[src/rtl/fft_pkg.sv]
// Shared types and helpers for the 4-point FFT/IFFT stream blocks.
// Holds default width, output rounding constants and frame states.
package fft_pkg;

    localparam int DATA_W_DEF = 16;
    localparam int RND        = 2;
    localparam int SHIFT      = 2;

    typedef enum logic [1:0] {
        LOAD    = 2'd0,
        COMPUTE = 2'd1,
        UNLOAD  = 2'd2
    } state_e;

    // Clamp a signed value into a w-bit two's-complement range.
    function automatic int saturate(input int v, input int w);
        int hi;
        int lo;
        hi = (1 <<< (w - 1)) - 1;
        lo = -(1 <<< (w - 1));
        if (v > hi) return hi;
        if (v < lo) return lo;
        return v;
    endfunction

endpackage

[src/rtl/ifft_4_point_stream_if.sv]
// Sample stream bundle for the 4-point IFFT: input and output
// ready/valid channels plus output index and frame-last marker.
interface ifft_4_point_stream_if
    import fft_pkg::*;
#(
    parameter int DATA_W = DATA_W_DEF
);

    logic                     in_valid;
    logic                     in_ready;
    logic signed [DATA_W-1:0] in_re;
    logic signed [DATA_W-1:0] in_im;
    logic                     out_valid;
    logic                     out_ready;
    logic signed [DATA_W-1:0] out_re;
    logic signed [DATA_W-1:0] out_im;
    logic [1:0]               out_idx;
    logic                     out_last;

    modport master (
        output in_valid, in_re, in_im, out_ready,
        input  in_ready, out_valid, out_re, out_im, out_idx, out_last
    );

    modport slave (
        input  in_valid, in_re, in_im, out_ready,
        output in_ready, out_valid, out_re, out_im, out_idx, out_last
    );

endinterface

[src/rtl/ifft4_dit_core.sv]
// Combinational radix-2 DIT 4-point inverse butterfly.
// Inputs in bit-reversed order (X0,X2,X1,X3), outputs natural x0..x3.
module ifft4_dit_core #(
    parameter int DATA_W = 16
) (
    input  logic signed [DATA_W-1:0] x_re [4],
    input  logic signed [DATA_W-1:0] x_im [4],
    output logic signed [DATA_W+1:0] y_re [4],
    output logic signed [DATA_W+1:0] y_im [4]
);

    localparam int W2 = DATA_W + 2;

    logic signed [W2-1:0] e_re [4];
    logic signed [W2-1:0] e_im [4];
    logic signed [W2-1:0] p0_re, p0_im, p1_re, p1_im;
    logic signed [W2-1:0] q0_re, q0_im, q1_re, q1_im;

    // Sign-extend to the full internal width before any add
    always_comb begin
        for (int i = 0; i < 4; i++) begin
            e_re[i] = W2'(x_re[i]);
            e_im[i] = W2'(x_im[i]);
        end
    end

    assign p0_re = e_re[0] + e_re[1];
    assign p0_im = e_im[0] + e_im[1];
    assign p1_re = e_re[0] - e_re[1];
    assign p1_im = e_im[0] - e_im[1];
    assign q0_re = e_re[2] + e_re[3];
    assign q0_im = e_im[2] + e_im[3];
    assign q1_re = e_re[2] - e_re[3];
    assign q1_im = e_im[2] - e_im[3];

    // Second stage: twiddle +j for the inverse transform
    assign y_re[0] = p0_re + q0_re;
    assign y_im[0] = p0_im + q0_im;
    assign y_re[1] = p1_re - q1_im;
    assign y_im[1] = p1_im + q1_re;
    assign y_re[2] = p0_re - q0_re;
    assign y_im[2] = p0_im - q0_im;
    assign y_re[3] = p1_re + q1_im;
    assign y_im[3] = p1_im - q1_re;

endmodule

[src/rtl/ifft_4_point_stream.sv]
// Streaming 4-point IFFT: load 4 bit-reversed samples, compute in one
// cycle, unload 4 natural-order samples with ready/valid on both sides.
module ifft_4_point_stream
    import fft_pkg::*;
#(
    parameter int DATA_W = DATA_W_DEF,
    parameter bit SCALE  = 1'b1
) (
    input logic                  clk,
    input logic                  reset,
    ifft_4_point_stream_if.slave bus
);

    localparam int W2 = DATA_W + 2;

    localparam logic [1:0] S_LOAD    = LOAD;
    localparam logic [1:0] S_COMPUTE = COMPUTE;
    localparam logic [1:0] S_UNLOAD  = UNLOAD;

    logic [1:0] state;
    logic [1:0] cnt;
    logic [1:0] idx;
    logic       load_hs;

    logic signed [DATA_W-1:0] sb_re  [4];
    logic signed [DATA_W-1:0] sb_im  [4];
    logic signed [DATA_W-1:0] res_re [4];
    logic signed [DATA_W-1:0] res_im [4];
    logic signed [W2-1:0]     y_re   [4];
    logic signed [W2-1:0]     y_im   [4];

    ifft4_dit_core #(
        .DATA_W(DATA_W)
    ) u_core (
        .x_re(sb_re),
        .x_im(sb_im),
        .y_re(y_re),
        .y_im(y_im)
    );

    // Divide by 4 with round-half-up, or saturate when unscaled
    function automatic logic signed [DATA_W-1:0] fmt(
        input logic signed [W2-1:0] v
    );
        logic signed [W2-1:0] t;
        t = (v + W2'(RND)) >>> SHIFT;
        if (SCALE) return DATA_W'(t);
        return DATA_W'(saturate(int'(v), DATA_W));
    endfunction

    assign load_hs = (state == S_LOAD) && bus.in_valid;

    // Capture each accepted input sample into the frame buffer
    always_ff @(posedge clk) begin
        if (load_hs) begin
            sb_re[cnt] <= bus.in_re;
            sb_im[cnt] <= bus.in_im;
        end
    end

    // Frame sequencing, load/unload counters and result registers
    always_ff @(posedge clk) begin
        if (reset) begin
            state <= S_LOAD;
            cnt   <= 2'd0;
            idx   <= 2'd0;
            for (int i = 0; i < 4; i++) begin
                res_re[i] <= '0;
                res_im[i] <= '0;
            end
        end else begin
            unique case (state)
                S_LOAD: begin
                    if (bus.in_valid) begin
                        cnt <= cnt + 2'd1;
                        if (cnt == 2'd3) state <= S_COMPUTE;
                    end
                end
                S_COMPUTE: begin
                    for (int i = 0; i < 4; i++) begin
                        res_re[i] <= fmt(y_re[i]);
                        res_im[i] <= fmt(y_im[i]);
                    end
                    state <= S_UNLOAD;
                end
                S_UNLOAD: begin
                    if (bus.out_ready) begin
                        idx <= idx + 2'd1;
                        if (idx == 2'd3) state <= S_LOAD;
                    end
                end
                default: state <= S_LOAD;
            endcase
        end
    end

    assign bus.in_ready  = (state == S_LOAD);
    assign bus.out_valid = (state == S_UNLOAD);
    assign bus.out_re    = res_re[idx];
    assign bus.out_im    = res_im[idx];
    assign bus.out_idx   = idx;
    assign bus.out_last  = (state == S_UNLOAD) && (idx == 2'd3);

endmodule

[src/flat_wrapper.sv]
// flat-port wrapper written by rule: the top's interface ports become plain ports
module ifft_4_point_stream_flat import fft_pkg::*;
#(
    parameter int DATA_W = DATA_W_DEF,
    parameter bit SCALE  = 1'b1
)
  (clk, reset, bus_in_valid, bus_in_re, bus_in_im, bus_out_ready, bus_in_ready, bus_out_valid, bus_out_re, bus_out_im, bus_out_idx, bus_out_last);
  ifft_4_point_stream_if #(.DATA_W(DATA_W)) bus_i ();
  input logic clk;
  input logic reset;
  input wire logic [$bits(bus_i.in_valid)-1:0] bus_in_valid;
  input wire logic [$bits(bus_i.in_re)-1:0] bus_in_re;
  input wire logic [$bits(bus_i.in_im)-1:0] bus_in_im;
  input wire logic [$bits(bus_i.out_ready)-1:0] bus_out_ready;
  output wire logic [$bits(bus_i.in_ready)-1:0] bus_in_ready;
  output wire logic [$bits(bus_i.out_valid)-1:0] bus_out_valid;
  output wire logic [$bits(bus_i.out_re)-1:0] bus_out_re;
  output wire logic [$bits(bus_i.out_im)-1:0] bus_out_im;
  output wire logic [$bits(bus_i.out_idx)-1:0] bus_out_idx;
  output wire logic [$bits(bus_i.out_last)-1:0] bus_out_last;
  assign bus_i.in_valid = bus_in_valid;
  assign bus_i.in_re = bus_in_re;
  assign bus_i.in_im = bus_in_im;
  assign bus_i.out_ready = bus_out_ready;
  assign bus_in_ready = bus_i.in_ready;
  assign bus_out_valid = bus_i.out_valid;
  assign bus_out_re = bus_i.out_re;
  assign bus_out_im = bus_i.out_im;
  assign bus_out_idx = bus_i.out_idx;
  assign bus_out_last = bus_i.out_last;
  ifft_4_point_stream #(.DATA_W(DATA_W), .SCALE(SCALE)) u_core (.clk(clk), .reset(reset), .bus(bus_i));
endmodule
[config.mk]
export PLATFORM = sky130hd
export DESIGN_NAME = ifft_4_point_stream_flat
export DESIGN_NICKNAME = d
export VERILOG_FILES = /design/src/rtl/fft_pkg.sv /design/src/rtl/ifft_4_point_stream_if.sv /design/src/rtl/ifft4_dit_core.sv /design/src/rtl/ifft_4_point_stream.sv /design/src/flat_wrapper.sv
export SDC_FILE = /design/constraint.sdc
export NUM_CORES = 1
export LEC_CHECK = 0
export CORE_UTILIZATION = 50
export DETAILED_ROUTE_END_ITERATION = 8
export PLACE_DENSITY = 0.68
export SKIP_LAST_GASP = 1
export SLEW_MARGIN = 20
export SYNTH_ARGS = -nofsm -noshare
export SYNTH_HDL_FRONTEND = slang
export SYNTH_SLANG_ARGS = --single-unit
[constraint.sdc]
create_clock -name clk -period 6.3 [get_ports clk]
set_clock_uncertainty 0.05 [all_clocks]
set_input_delay 1.89 -clock clk [delete_from_list [all_inputs] [get_ports clk]]
set_output_delay 1.89 -clock clk [all_outputs]
set_load 0.01 [all_outputs]
==> out/results.ini <==
[timing]
max_freq_mhz=172.1
min_period_ps=5810
slew_headroom=0.3782
fin_crit_sh=0.9222
final_max_slew_viol_count=0
finalHoldViolCount=0
tightest_slew_ps=932.7
whs_ps=468.0
finalSetupViolCount=0
setup_tns_ps=0
rsz0062_at_grt=false
setup_slack_ps=489.9

[global_routing]
grt_max_degree=91
grt.total_usage=0.2625
overflow=0
gr-usage-met3=0.03545
grt_pass1_vias=17462
grt_pass1_wl_um=100500
grt_util_met2=0.3808
top_usage_layer=met1
antenna_found_initial=0
met1_usage=0.4112

[cells_and_area]
multiInputGateArea_mm2=0.01485
drive_gt1_frac=0.05556
antenna_cells=0
layout.nets=2929
fillers=4202
instances_no_fill=3243
register_area_mm2=0.007849
area_delta_synth_final_pct=9.149
design_area_mm2=0.02627

[synth]
synth_ff_type=edfxtp_1
async_flop_share=0
synth_seq_area_share=0.3260
synth-compound-area-share=0.1567
yosys.area.top_type=edfxtp_1
synth_top_family_by_area=simple AND/OR/NAND/NOR gates
synth.area.mux_share=0.03426
syn-cell-area_mm2=0.02407
synth_seq_cells=264
synth_xor_area_frac=0.1099
synth.distinct_cells=96
synth-edff-count=256
synthTopCellsByArea=edfxtp_1 (32%), ha_1 (14%), xnor2_1 (7.6%)
syn_nets=2900
syn-instance-count=2579
yosys_warnings=0
yosys.area_share.simple=0.1621
postSynthAreaPerCell_um2=9.333
synth.top_cell.area_share=0.3194
yosys.area_share.adder=0.1531

[clock_tree]
h-tree-depth=1
hold_buffers=0
post_cts_buffers=0
cts_max_path_buffers=3
cts_tree=built
numCtsBuffers=27
cts_sinks=264
clk_pin_slew_ps=60
clock_latency_ps=570
clockRootBuffer=clkbuf_16

[detailed_routing]
drc=0
vias_per_cell=5.869
via_count=19033
finalWirelength_um=66060
final_antenna_net_count=0
wl_per_cell_um=20.37
drt_iter0_drc=1761
drt_first_pass_iters=6

[setup_path]
required_ps=6650
endpoint_kind=flop
setup.worst_path.start_class=flop
reg2regPathDepth=21
reg2reg_to=u_core.res_im[3][13]$_SDFFCE_PN0P_
critPathCapture=u_core.res_im[3][13]$_SDFFCE_PN0P_
ff2ff_setup_slack_ps=490
cp.arrival_ps=6160
path_class=flop to flop
crit_path_start=u_core.sb_re[1]$_DFFE_PP_
crit-reg2reg-launch=u_core.sb_re[1]$_DFFE_PP_
path_max_fanout=3

[power_and_ir_drop]
power.switching_w=0.003361
sequentialPowerShare=0.260
p_clk_frac=0.211
netSwitchingFraction=0.4300
peakVddDrop_mv=0.2410
p_comb_frac=0.529
power_density_mw_per_mm2=297.4
p_leak_nw=10.52
p_int_w=0.004454

[die]
rows=80
start_util=0.5052
core-area_mm2=0.04765
dieHeight_um=221.4
die_w_um=221.4
die_area_mm2=0.04902
ios=73

[run]
maxCapViolations=0

[hold_path]
hold_class=flop to flop

[placed_design]
placed_cell_area_mm2=0.02537
portBuffers=72
dp.cells=3194
gp_congestion=0.9615
hpwl_um=54060
dp_slack_ps=548.1

[run_status]
status=finished, final reports clean

repair_timing:
action,4_1_cts,5_1_grt
gates resized for setup,0,1
endpoints found under the hold margin,0,0
endpoints found under the setup margin,0,1
power by group through the flow:
stage	Sequential, W	Combinational (W)	Clock (W)
2_1_floorplan	0.00207	0.00288	0
3_3_place_gp	0.00207	0.00397	0
3_5_place_dp	0.00207	0.00401	0
4_1_cts	0.00204	0.00403	0.00168
5_1_grt	0.00204	0.00445	0.00174
6_report	0.00203	0.00413	0.00165
kinds of logic after synthesis:
group	after synthesis
AO/OA/AOI/OAI	560
XOR/XNOR	302
adder cells (fa/ha/maj)	285
buffers and inverters	365
flip-flops	264
multiplexers	42
AND/OR/NAND/NOR	761
critical path, stage by stage, from the launching register on:
cell and delay, ps:
edfxtp_1 450, inv_1 130, ha_1 250, nor2b_1 130
o21ai_0 200, a21oi_1 120, o21ai_0 260, a21oi_1 130
a41o_1 280, o41ai_1 580, xnor2_1 270, ha_1 360
inv_1 60, o21ai_0 110, or4b_1 450, o21ai_0 310
o21ba_2 170, o21bai_1 120, xnor2_1 200, or4_1 550
or3_1 310, a21oi_1 140
stage by stage:
| stage | power [W] | utilization |
|---|---|---|
| after floorplan | 0.004947 | - |
| after global placement | 0.006040 | 0.5324 |
| after detailed placement | 0.006084 | 0.5324 |
| after CTS | 0.007746 | 0.5513 |
| after global routing | 0.008239 | 0.5514 |
| final | 0.007815 | 0.5514 |
area by class of cell:
class / count / area share
multi-input combinational: 1950 / 0.5651
sequential: 264 / 0.2987
inverter: 272 / 0.03886
timing repair buffer: 93 / 0.03391
tap: 615 / 0.02929
clock buffer: 31 / 0.02629
clock inverter: 18 / 0.007858
metal layers:
layer,up-vias,routed length (um)
met3,61,4256
met2,575,27260
met1,9161,33210
met4,0,1329
met5,-,0
li1,9236,-
state kept, by name, indices dropped and copies added, names as in the netlist, named ones only:
name,count
u_core.res_re,64
u_core.res_im,64
u_core.state,2
u_core.cnt,2
u_core.bus.out_idx,2
u_core.sb_re,64
u_core.sb_im,64
cell usage after synthesis, types with 11 or more instances:
master / n
edfxtp_1: 256
nand2b_1: 22
a211o_1: 11
nor3_1: 81
a21oi_1: 177
nand3_1: 45
mux4_2: 32
and2_1: 31
nor2b_1: 40
or2_2: 19
xnor2_1: 210
o21ai_0: 78
and3_1: 42
a2111oi_0: 11
a21o_1: 15
nor2_1: 251
fa_1: 16
o21bai_1: 56
ha_1: 269
or3_1: 41
nor3b_1: 19
xor2_1: 92
o211ai_1: 18
buf_1: 12
nor4_1: 15
nand2_1: 86
o21a_1: 24
a211oi_1: 25
inv_1: 270
nand4_1: 21
clkbuf_1: 73
a31oi_1: 18
cell usage in the layout (no fill, tap or decap), types with 41 or more instances in the layout:
cell,instances
nor3_1,81
nor2_1,251
or3_1,41
xnor2_1,210
ha_1,269
a21oi_1,177
edfxtp_1,256
and3_1,42
inv_1,270
nand2_1,86
xor2_1,92
o21bai_1,56
nand3_1,45
o21ai_0,78
clkdlybuf4s50_1,72
how the worst min path moves through the flow:
stage | from | to | slack [ps] | cells after the start
floorplan | u_core.bus.out_idx[1]$_SDFFE_PP0P_ | flop | 460 | 2
global placement | u_core.bus.out_idx[1]$_SDFFE_PP0P_ | u_core.bus.out_idx[1]$_SDFFE_PP0P_ | 440 | 2
detailed placement | u_core.bus.out_idx[1]$_SDFFE_PP0P_ | flop | 440 | 2
CTS | u_core.bus.out_idx[1]$_SDFFE_PP0P_ | flop | 470 | 2
global route | u_core.bus.out_idx[1]$_SDFFE_PP0P_ | u_core.bus.out_idx[1]$_SDFFE_PP0P_ | 510 | 2
finish | u_core.bus.out_idx[1]$_SDFFE_PP0P_ | flop | 470 | 2
(Power assumes the default switching activity.)
